--- src/rtl/alu_ctrl_sequencer.sv ---
// Registered valid/ready ALU decoder: decodes {alu_op, funct} and stalls mul/div for a set latency.
// Optional feature macro: ALU_SEQ_ILLEGAL_TRAP_EN (illegal encodings reported instead of dropped).
module alu_ctrl_sequencer #(
    parameter int unsigned FUNCT_W    = 6,
    parameter int unsigned OP_W       = 2,
    parameter int unsigned CTRL_W     = 4,
    parameter int unsigned MUL_CYCLES = 4,
    parameter int unsigned DIV_CYCLES = 16
) (
    input  logic               clk,
    input  logic               rst_n,
    input  logic               flush,
    input  logic               in_valid,
    output logic               in_ready,
    input  logic [FUNCT_W-1:0] funct,
    input  logic [OP_W-1:0]    alu_op,
    output logic               out_valid,
    input  logic               out_ready,
    output logic [CTRL_W-1:0]  alu_control,
    output logic               busy,
    output logic               err_illegal
);

    localparam int unsigned MAX_CYC = (MUL_CYCLES > DIV_CYCLES) ? MUL_CYCLES : DIV_CYCLES;
    localparam int unsigned CNT_W   = $clog2(MAX_CYC);
    localparam logic [CNT_W-1:0] MUL_LOAD = CNT_W'(MUL_CYCLES - 2);
    localparam logic [CNT_W-1:0] DIV_LOAD = CNT_W'(DIV_CYCLES - 2);

    typedef enum logic [1:0] {
        IDLE = 2'd0,
        BUSY = 2'd1,
        OUT  = 2'd2
    } state_t;

    state_t             state, state_next;
    logic [CNT_W-1:0]   cnt, cnt_next;
    logic [CTRL_W-1:0]  ctrl, ctrl_next;
    logic               rst_done;
    logic               accept;

    logic [FUNCT_W+3:0] funct_x;
    logic [3:0]         dec_code;
    logic               dec_mul, dec_div, dec_illegal;

    // Decode; funct is zero-extended so narrow funct widths still compare against 0..9.
    always_comb begin
        funct_x  = {4'b0000, funct};
        dec_code = 4'b0000;
        dec_mul  = 1'b0;
        dec_div  = 1'b0;
        case (alu_op[1:0])
            2'b00: dec_code = 4'b0001;
            2'b01: dec_code = 4'b0010;
            2'b10: begin
                if (funct_x < (FUNCT_W+4)'(10)) begin
                    dec_code = funct_x[3:0] + 4'd3;
                    dec_mul  = (funct_x[3:0] == 4'd2);
                    dec_div  = (funct_x[3:0] == 4'd3);
                end
            end
            default: dec_code = 4'b0000;
        endcase
        dec_illegal = (dec_code == 4'b0000);
    end

    // in_ready is held low until the first clock after reset release.
    always_comb begin
        in_ready = 1'b0;
        if (rst_done && !flush) begin
            case (state)
                IDLE:    in_ready = 1'b1;
                OUT:     in_ready = out_ready;
                default: in_ready = 1'b0;
            endcase
        end
    end

    assign accept    = in_valid && in_ready;
    assign out_valid = (state == OUT);
    assign busy      = (state == BUSY);

`ifdef ALU_SEQ_ILLEGAL_TRAP_EN
    logic err, err_next;

    always_comb begin
        state_next = state;
        cnt_next   = cnt;
        ctrl_next  = ctrl;
        err_next   = err;
        case (state)
            BUSY: begin
                if (cnt == '0) state_next = OUT;
                else           cnt_next   = cnt - CNT_W'(1);
            end
            OUT: if (out_ready) state_next = IDLE;
            default: ;
        endcase
        if (flush) begin
            state_next = IDLE;
            cnt_next   = '0;
        end else if (accept) begin
            ctrl_next = CTRL_W'(dec_code);
            err_next  = dec_illegal;
            if (dec_mul) begin
                state_next = BUSY;
                cnt_next   = MUL_LOAD;
            end else if (dec_div) begin
                state_next = BUSY;
                cnt_next   = DIV_LOAD;
            end else begin
                state_next = OUT;
            end
        end
    end

    always_ff @(posedge clk or negedge rst_n) begin
        if (!rst_n) err <= 1'b0;
        else        err <= err_next;
    end

    assign err_illegal = err;
`else
    always_comb begin
        state_next = state;
        cnt_next   = cnt;
        ctrl_next  = ctrl;
        case (state)
            BUSY: begin
                if (cnt == '0) state_next = OUT;
                else           cnt_next   = cnt - CNT_W'(1);
            end
            OUT: if (out_ready) state_next = IDLE;
            default: ;
        endcase
        if (flush) begin
            state_next = IDLE;
            cnt_next   = '0;
        end else if (accept && !dec_illegal) begin
            // Illegal words are consumed here; state_next is already IDLE on that path.
            ctrl_next = CTRL_W'(dec_code);
            if (dec_mul) begin
                state_next = BUSY;
                cnt_next   = MUL_LOAD;
            end else if (dec_div) begin
                state_next = BUSY;
                cnt_next   = DIV_LOAD;
            end else begin
                state_next = OUT;
            end
        end
    end

    assign err_illegal = 1'b0;
`endif

    always_ff @(posedge clk or negedge rst_n) begin
        if (!rst_n) begin
            state    <= IDLE;
            cnt      <= '0;
            ctrl     <= '0;
            rst_done <= 1'b0;
        end else begin
            state    <= state_next;
            cnt      <= cnt_next;
            ctrl     <= ctrl_next;
            rst_done <= 1'b1;
        end
    end

    assign alu_control = ctrl;

endmodule
--- config.mk ---
export PLATFORM = sky130hd
export DESIGN_NAME = alu_ctrl_sequencer
export DESIGN_NICKNAME = d
export VERILOG_FILES = /design/src/rtl/alu_ctrl_sequencer.sv
export SDC_FILE = /design/constraint.sdc
export NUM_CORES = 1
export LEC_CHECK = 0
export CAP_MARGIN = 25
export CELL_PAD_IN_SITES_DETAIL_PLACEMENT = 1
export CELL_PAD_IN_SITES_GLOBAL_PLACEMENT = 2
export CORE_MARGIN = 2
export CORE_UTILIZATION = 30
export DETAILED_ROUTE_END_ITERATION = 10
export PLACE_DENSITY = 0.78
export SYNTH_ARGS = -nofsm -noshare
export SYNTH_HDL_FRONTEND = slang
export SYNTH_SLANG_ARGS = --single-unit
--- constraint.sdc ---
create_clock -name clk -period 4.2 [get_ports clk]
set_clock_uncertainty 0.05 [all_clocks]
set_input_delay 0.63 -clock clk [delete_from_list [all_inputs] [get_ports clk]]
set_output_delay 0.63 -clock clk [all_outputs]
set_load 0.02 [all_outputs]
# [Word level (Yosys, flattened, before mapping)]
# Cells that the tools add are included.
[totals] register_bits=11 latchBits=0 mem_bits_rw=0 rom_bits=0 input_bits=13 wordCells=49 memories=0
[classes] add_sub_neg=2 multipliers=0 div=0 magnitude_cmp=1 eq_ne=8 shift=0 mux=21 bitwise=1 reduce_logical=12
[ops] cell="$mux W4" count=7
[ops] cell="$mux W2" count=6
[ops] cell="$pmux W4 S3" count=1
[ops] cell="$eq A4 B2 Y1 const B" count=2
[ops] cell="$logic_not A4 Y1" count=2
[ops] cell="$ne A4 B2 Y1 const B" count=2
[ops] cell="$lt A6 B4 Y1 const B" count=1
[ops] cell="$mux W1" count=5
[ops] cell="$add A4 B2 Y4 const B" count=1
[ops] cell="$eq A2 B1 Y1 const B" count=2
[ops] cell="$eq A2 B2 Y1 const B" count=2
[ops] cell="$logic_not A2 Y1" count=2
[ops] cell="$pmux W2 S2" count=1
[ops] cell="$reduce_bool A4 Y1" count=1
[ops] cell="$sub A4 B1 Y4 const B" count=1
[ops] cell="$logic_and A1 B1 Y1" count=3
[ops] cell="$reduce_and A3 Y1" count=1
[ops] cell="$logic_not A1 Y1" count=2
[ops] cell="$pmux W1 S2" count=1
[ops] cell="$reduce_and A2 Y1" count=1
[ops] cell="$not A1 Y1" count=1

# [Longest topological paths before layout]
# Gate-level depths: netlist (run 1).
[depth] ltp_word=8 depth_mapped=7

# [Worst setup path before layout (run 1)]
# Ideal clock, no wire load.
[synth_timing] path_kind="in2reg" start="in funct[0]" end="reg ctrl[0], in the netlist alu_control[0]" setup_ns=0.125 arrival_ns=2.056 slack_ns=1.968 stages=6 n_path_buf=0 cell_sequence="inv_1 > ha_1 > xor2_1 > and4_1 > a221oi_4 > mux2_4"
[synth_between] elab_chain_len=7 word_cells_on_any_way=8
[synth_lines] item="from (decl)" line="15" text="input logic [FUNCT_W-1:0] funct,"
[synth_lines] item="$lt A6 B4 Y1 / $add A4 B2 Y4 (equally long branches)" line="55, 56"
[synth_lines] item="$mux W4 (*)" line="55" text="if (funct_x < (FUNCT_W+4)'(10)) begin"
[synth_lines] item="$pmux W4 S3 (*)" line="51" text="case (alu_op[1:0])"
[synth_lines] item="$logic_not A4 Y1" line="63" text="dec_illegal = (dec_code == 4'b0000);"
[synth_lines] item="$logic_not A1 Y1" line="138" text="end else if (accept && !dec_illegal) begin"
[synth_lines] item="$logic_and A1 B1 Y1" line="138"
[synth_lines] item="$reduce_and A2 Y1 (no line)"
[synth_lines] item="to (signal assigned)" line="165" text="ctrl <= ctrl_next;"
[synth_lines] item="to (decl)" line="37" text="logic [CTRL_W-1:0] ctrl, ctrl_next;"
# Every way passes the cells marked *; elsewhere a longest branch is shown, timed or not.
# A chain may end at the register's enable or synchronous reset.

# [Worst setup path after layout (run 1)]
[layout_timing] start="in funct[0]" end="reg cnt[3]"
[layout_between] elab_chain_len=8 word_cells_on_any_way=17
[layout_lines] item="$lt A6 B4 Y1 / $add A4 B2 Y4 (equally long branches)" line="55, 56"
[layout_lines] item="$mux W4" line="55"
[layout_lines] item="$pmux W4 S3" line="51"
[layout_lines] item="$logic_not A4 Y1" line="63"
[layout_lines] item="$logic_not A1 Y1" line="138"
[layout_lines] item="$logic_and A1 B1 Y1" line="138"
[layout_lines] item="$mux W4 (*)" line="138"
[layout_lines] item="$mux W4 (*)" line="135" text="if (flush) begin"
[layout_lines] item="via cnt_next[3]" line="36" text="logic [CNT_W-1:0] cnt, cnt_next;"
[layout_lines] item="to (signal assigned)" line="164" text="cnt <= cnt_next;"
[layout_lines] item="to (decl)" line="36"
# Mark *: on every way through the listed nets, which the timed path passes. The rest lies on a longest branch.

==> reports/metrics.cfg, run 1 <==
[setup_path]
critPathBufInv=2
required_ns=4.29
critical_path.top_delay_family=compound AO/OA/AOI/OAI gates
start_kind=input port
path_cells=clkdlybuf4s50_1 -> inv_1 -> ha_1 -> xor2_1 -> and4_1 -> a221oi_4 -> a31oi_1 -> a21boi_1
arrival_ns=2.78
path_max_fanout=9
slowest_stage=a221oi_4
cp-end-kind=flop
max_stage_delay_ns=0.56
crit_type=in2reg

[logic_synthesis]
ys_warn_count=0
yosys.cell_types.count=31
synth.top_cell.area_share=0.362
syn-cell-area_um2=761
avgSynthCellArea_um2=9.63
syn_inst=79
synth_seq_cells=11
syn-num-nets=96
seq_area_frac_synth=0.362
synth_area_leaders=dfrtp_1, ha_1, mux2_4
synth_top_area_cell=dfrtp_1

[grt]
antenna_found_initial=0
grt_usage=0.120
grt_pass1_wl_um=2530
grt-ovfl-total=0
grt_max_degree=12
grt_pass1_vias=594

[cts]
path_clk_slew_ns=0.06
cts.path.max_buffers=2
cts_htree_levels=1
cts_tree=done
post_cts_buffers=0
clock_sinks=11
cts_root_buf=clkbuf_4
holdBufCountCts=0
cts_resized=0
cts_buffers=3
clk_latency_ns=0.25

[floorplanning]
row_count=18
die_w_um=54.4
design.core.area_mm2=0.00243
die-area_mm2=0.00295
start_util=0.313
die_h_um=54.4
io-pin-count=21

[routing]
drt-pass1-iter-count=2
antenna_left=0
wl_per_cell_um=11.5
drt_iter0_drc=3
remaining_drc_errors=0
num_vias=612
vias_per_cell=4.67
drt-total-wl_um=1500

[worst_hold_path]
min_path_type=reg2reg

[timing]
finalSetupViolCount=0
holdWs_ns=0.472
max_slew_margin=0.620
tns_ns=0
min_period_ns=2.69
drv_slew=0
finalHoldViolCount=0
timing.fmax_ghz=0.371
min_period_over_period=0.641
worstMarginPinSlew_ns=0.570
rsz0062_at_grt=no

[place]
routabilityCongestion=0.694
place_hpwl_um=1280
port_buffers=19

[job]
max-cap-violations=0

[finish]
area_growth_pct=32.4
final_common_cell=clkdlybuf4s50_1
antenna_cells=0
drive_above_1_share=0.129
final_util=0.414
fillers=283
final_cell_mix=clkdlybuf4s50_1, dfrtp_1, nand2_1
nets=119

[power]
power_density_mw_per_mm2=241
leakage_nw=0.448
p_total_mw=0.242
ir_drop_mv=0.107

[status]
status=complete, no violations

==> sequential cells by signal, indices dropped and copies added (netlist names) <==
name         flops
alu_control      4
cnt              4
rst_done         1
state            2
==> cell families after synthesis <==
kind of cell    count (synthesis)  synth area share
fa+ha+maj                       4            0.0658
mux                             4            0.0724
other cells                     2           0.00987
xor+xnor                        3            0.0345
flops                          11             0.362
compound gates                 13             0.151
simple gates                   34             0.260
buf+inv                         8            0.0444
==> layout make-up <==
| cell class | instances | area [um2] | share of cell area |
|---|---|---|---|
| multi-input combinational | 60 | 452 | 0.448 |
| sequential | 11 | 275 | 0.273 |
| timing repair buffer | 19 | 190 | 0.189 |
| tap | 30 | 37.5 | 0.0373 |
| clock buffer | 4 | 26.3 | 0.0261 |
| inverter | 7 | 26.3 | 0.0261 |
==> report_power, final <==
part	internal (mW)	total [mW]	switching, mW	leakage, nW
logic	0.0312	0.0600	0.0288	0.285
clock network	0.0366	0.0672	0.0306	0.0150
registers	0.112	0.115	0.00346	0.148
total	0.179	0.242	0.0628	0.448
==> synthesized netlist by cell type <==
library cell and number:
mux2_4 3, nor2_1 6, nand2b_4 1, and3_1 2, nor2b_4 1, buf_4 1
a221oi_4 1, inv_2 1, conb_1 2, nand2b_1 2, inv_1 6, a21oi_1 3
o21ai_1 2, and4_1 1, or4_1 1, nand2_1 9, nand3_1 3, mux2i_1 1
a21boi_1 2, xnor2_1 1, a31oi_1 2, or4b_4 1, o211ai_4 1, o211a_1 1
o21ai_0 1, nor3b_1 2, dfrtp_1 11, xor2_1 2, ha_1 4, and2b_2 1
nor3_1 4
==> path summary, 6_finish.rpt <==
| check | from | to | slack, ns | cells after the start |
|---|---|---|---|---|
| worst max-delay path | funct[0] | cnt[3]$_DFF_PN0_ | 1.51 | 8 |
| worst min-delay path | alu_control[3]$_DFFE_PN0P_ | alu_control[3]$_DFFE_PN0P_ | 0.47 | 1 |
| worst max register to register | state[0]$_DFFE_PN0P_ | cnt[3]$_DFF_PN0_ | 2.12 | 5 |
| worst min register to register | alu_control[3]$_DFFE_PN0P_ | alu_control[3]$_DFFE_PN0P_ | 0.47 | 1 |
| max in group asynchronous | rst_n | alu_control[3]$_DFFE_PN0P_ | 3.15 | 1 |
| min in group asynchronous | rst_n | rst_done$_DFF_PN0_ | 0.64 | 1 |
==> per-stage QoR <==
stage / instance area, um2 / setup WS, ns / std cells
after floorplan: 761 / 1.97 / 79
after global placement: 981 / 1.26 / 127
after detailed placement: 981 / 1.23 / 127
after CTS: 1010 / 1.50 / 131
after global routing: 1010 / 1.36 / 131
final: 1010 / 1.51 / 131
==> metal layers <==
metal / share of wire / track usage / vias to the layer above
li1: - / - / 313
met1: 0.48 / 0.163 / 284
met2: 0.48 / 0.185 / 13
met3: 0.028 / 0.0164 / 2
met4: 0.018 / 0.0625 / 0
met5: 0 / 0 / -
(Power assumes the default switching activity.)
==> inputs of run 2 (changes only) <==
--- a/config.mk
+++ b/config.mk
@@ -9,9 +9,9 @@
 export CELL_PAD_IN_SITES_DETAIL_PLACEMENT = 1
 export CELL_PAD_IN_SITES_GLOBAL_PLACEMENT = 2
 export CORE_MARGIN = 2
-export CORE_UTILIZATION = 30
+export CORE_UTILIZATION = 28
 export DETAILED_ROUTE_END_ITERATION = 10
-export PLACE_DENSITY = 0.78
+export PLACE_DENSITY = 0.74
 export SYNTH_ARGS = -nofsm -noshare
 export SYNTH_HDL_FRONTEND = slang
 export SYNTH_SLANG_ARGS = --single-unit
==> constraint.sdc (replaced) <==
create_clock -name clk -period 2.5 [get_ports clk]
set_clock_uncertainty 0.05 [all_clocks]
set_input_delay 0.375 -clock clk [delete_from_list [all_inputs] [get_ports clk]]
set_output_delay 0.375 -clock clk [all_outputs]
set_load 0.02 [all_outputs]
==> reports/metrics.cfg, run 2 (same netlist as run 1, synthesis figures left out) <==
[finish]
final_cell_mix=clkdlybuf4s50_1, dfrtp_1, nand2_1
final_util=0.417
fin_area_mm2=0.00105
area_growth_pct=38.3
multi_input_area_um2=452
seqCellArea_um2=275
final_common_cell=clkdlybuf4s50_1
drive_above_1_share=0.178
nets=125
fillers=310
fin_cells=137
antenna_cells=0

[timing]
finalSetupViolCount=0
worstMarginPinSlew_ns=0.498
timing.fmax_ghz=0.453
rsz0062_at_grt=no
min_period_over_period=0.883
tns_ns=0
holdWs_ns=0.393
worst_slack_ns=0.292
drv_slew=0
finalHoldViolCount=0
min_period_ns=2.21
max_slew_margin=0.667

[setup_path]
path_max_fanout=5
crit_type=in2reg
worstRegToRegCells=5
cp-end-kind=flop
required_ns=2.59
start_kind=input port
arrival_ns=2.30

[place]
place_inst=133
placed_area_mm2=0.00103
routabilityCongestion=0.702
port_buffers=19
place_hpwl_um=1490
place_ws_ns=0.0118

[routing]
num_vias=653
wl_per_cell_um=12.2
drt-total-wl_um=1670
remaining_drc_errors=0
antenna_left=0
vias_per_cell=4.77
drt-pass1-iter-count=2
drt_iter0_drc=3

[grt]
grt_pass1_wl_um=2950
grt-ovfl-total=0
antenna_found_initial=0
grt_max_degree=12
grt_pass1_vias=682
grt_usage=0.117

[cts]
clock_sinks=11
clk_latency_ns=0.26
holdBufCountCts=0
cts_htree_levels=1
cts_buffers=3
cts_resized=0
cts_root_buf=clkbuf_4
cts.path.max_buffers=2
post_cts_buffers=0
cts_tree=done
path_clk_slew_ns=0.07

[power]
ir_drop_mv=0.211
p_total_mw=0.419
leakage_nw=0.478
power_density_mw_per_mm2=398

[floorplanning]
die_w_um=56.1
row_count=18
die-area_mm2=0.00315
start_util=0.302
design.core.area_mm2=0.00252
io-pin-count=21
die_h_um=56.1

[worst_hold_path]
min_path_type=in2async

[status]
status=complete, no violations

[job]
max-cap-violations=0

[run 2: worst max-delay path: stages]
cell,delay (ns)
clkdlybuf4s50_1,0.47
inv_1,0.06
ha_1,0.20
xor2_1,0.15
and4_1,0.24
a221oi_4,0.30
buf_4,0.19
mux2_4,0.30
[run 2: routing by layer]
metal | track usage | wire length [um] | part of all wire
met2 | 0.222 | 881 | 0.53
met4 | 0.0408 | 0 | 0
met5 | 0 | 0 | 0
met1 | 0.136 | 747 | 0.45
met3 | 0.00698 | 38 | 0.023
[run 2: worst paths after layout]
| check | from | to | slack [ns] |
|---|---|---|---|
| setup / recovery | funct[0] | alu_control[0]$_DFFE_PN0P_ | 0.29 |
| hold / removal | rst_n | state[0]$_DFFE_PN0P_ | 0.39 |
| setup reg to reg | state[0]$_DFFE_PN0P_ | alu_control[0]$_DFFE_PN0P_ | 0.53 |
| hold reg to reg | alu_control[2]$_DFFE_PN0P_ | alu_control[2]$_DFFE_PN0P_ | 0.47 |
| max in group asynchronous | rst_n | alu_control[1]$_DFFE_PN0P_ | 1.66 |
| min in group clk | alu_control[2]$_DFFE_PN0P_ | alu_control[2]$_DFFE_PN0P_ | 0.47 |
[run 2: final cells by class]
cell class,count,area share
Clock buffer,4,0.0250
Inverter,7,0.0250
Multi-Input combinational cell,60,0.429
Tap cell,30,0.0357
Timing Repair Buffer,25,0.224
Sequential cell,11,0.262
[run 2: power breakdown]
group | internal (mW) | switching [mW] | total [mW] | leakage (nW)
Combinational | 0.0578 | 0.0507 | 0.108 | 0.315
Clock | 0.0615 | 0.0550 | 0.117 | 0.0150
Sequential | 0.187 | 0.00614 | 0.194 | 0.148
==> inputs of run 3 (changes only) <==
--- a/config.mk
+++ b/config.mk
@@ -11,7 +11,7 @@
 export CORE_MARGIN = 2
 export CORE_UTILIZATION = 28
 export DETAILED_ROUTE_END_ITERATION = 10
-export PLACE_DENSITY = 0.74
+export PLACE_DENSITY_LB_ADDON = 0.2
 export SYNTH_ARGS = -nofsm -noshare
 export SYNTH_HDL_FRONTEND = slang
 export SYNTH_SLANG_ARGS = --single-unit
==> reports/metrics.cfg, run 3 (same netlist as run 1, synthesis figures left out) <==
[timing]
max_slew_margin=0.646
drv_slew=0
worst_slack_ns=0.299
timing.fmax_ghz=0.454
finalSetupViolCount=0
tns_ns=0
rsz0062_at_grt=no
finalHoldViolCount=0
min_period_ns=2.20
min_period_over_period=0.880
worstMarginPinSlew_ns=0.530

[setup_path]
path_max_fanout=9
slowest_stage=clkdlybuf4s50_1
critPathBufInv=3
start_kind=input port
required_ns=2.61
cp-end-kind=flop
max_stage_delay_ns=0.49
path_cells=clkdlybuf4s50_1 -> inv_1 -> ha_1 -> xor2_1 -> and4_1 -> a221oi_4 -> buf_12 -> mux2_4
arrival_ns=2.31
critical_path.top_delay_family=buffers and inverters
crit_type=in2reg

[cts]
cts_root_buf=clkbuf_4
clock_sinks=11
clk_latency_ns=0.27
cts.path.max_buffers=2
cts_buffers=3
post_cts_buffers=0
path_clk_slew_ns=0.07
cts_htree_levels=1
cts_resized=0
cts_tree=done
holdBufCountCts=0

[grt]
grt_usage=0.130
grt_max_degree=12
antenna_found_initial=0
grt_pass1_wl_um=3180
grt_pass1_vias=677
grt-ovfl-total=0

[power]
p_sw_frac=0.279
seqPwrFrac=0.454
power_density_mw_per_mm2=405
p_int_mw=0.307
pwr-share-clk=0.289
leakage_nw=0.470
power.switching_mw=0.118
p_comb_frac=0.256
ir_drop_mv=0.234

[floorplanning]
die_w_um=56.1
io-pin-count=21
die-area_mm2=0.00315
row_count=18
design.core.area_mm2=0.00252
die_h_um=56.1
start_util=0.302

[worst_hold_path]
min_path_type=in2async

[routing]
drt_iter0_drc=11
drt-pass1-iter-count=3
drt-total-wl_um=1730
antenna_left=0
vias_per_cell=4.82
wl_per_cell_um=12.8
remaining_drc_errors=0
num_vias=651

[place]
place_ws_ns=0.0123
place_hpwl_um=1430
routabilityCongestion=0.796
port_buffers=19

[finish]
nets=123
final_cell_mix=clkdlybuf4s50_1, dfrtp_1, nand2_1
drive_above_1_share=0.162
final_common_cell=clkdlybuf4s50_1
area_growth_pct=38.0
antenna_cells=0

[status]
status=complete, no violations

[job]
max-cap-violations=0

==> run 3: per-layer routing <==
metal	routed length, um	up-vias	track usage
met3	72	4	0.0535
met4	20	0	0.0476
li1	-	325	-
met2	798	13	0.200
met5	0	-	0
met1	835	309	0.161
==> run 3: power by group through the flow <==
stage	registers (mW)	clock network (mW)	logic (mW)
6_report	0.193	0.123	0.109
5_1_grt	0.195	0.140	0.119
4_1_cts	0.193	0.132	0.110
3_5_place_dp	0.197	0	0.109
3_3_place_gp	0.197	0	0.108
2_1_floorplan	0.206	0	0.0388
==> run 3: final timing paths <==
path	start	endpoint	slack, ns	cells past startpoint
min	rst_n	alu_control[3]$_DFFE_PN0P_	0.40	1
max	funct[0]	alu_control[3]$_DFFE_PN0P_	0.30	8
min in group clk	alu_control[2]$_DFFE_PN0P_	alu_control[2]$_DFFE_PN0P_	0.47	1
max reg2reg	state[1]$_DFFE_PN0P_	alu_control[3]$_DFFE_PN0P_	0.57	5
min reg2reg	alu_control[2]$_DFFE_PN0P_	alu_control[2]$_DFFE_PN0P_	0.47	1
max in group asynchronous	rst_n	state[0]$_DFFE_PN0P_	1.65	1
==> run 3: cell type report <==
cell class                 instances  area [um2]
multi-input combinational         60         452
timing repair buffer              23         233
fill                             301        1470
tap                               30        37.5
clock buffer                       4        26.3
inverter                           7        26.3
sequential                        11         275
==> run 3: per-stage QoR <==
stage | utilization | hold slack, ns | area, um2 | total power, mW | cells
after CTS | 0.416 | 0.413 | 1050 | 0.436 | 135
after global placement | 0.406 | 0.458 | 1020 | 0.305 | 131
final | 0.416 | 0.400 | 1050 | 0.425 | 135
after detailed placement | 0.406 | 0.459 | 1020 | 0.305 | 131
after global routing | 0.416 | 0.422 | 1050 | 0.454 | 135
after floorplan | - | 0.0294 | 761 | 0.245 | 79
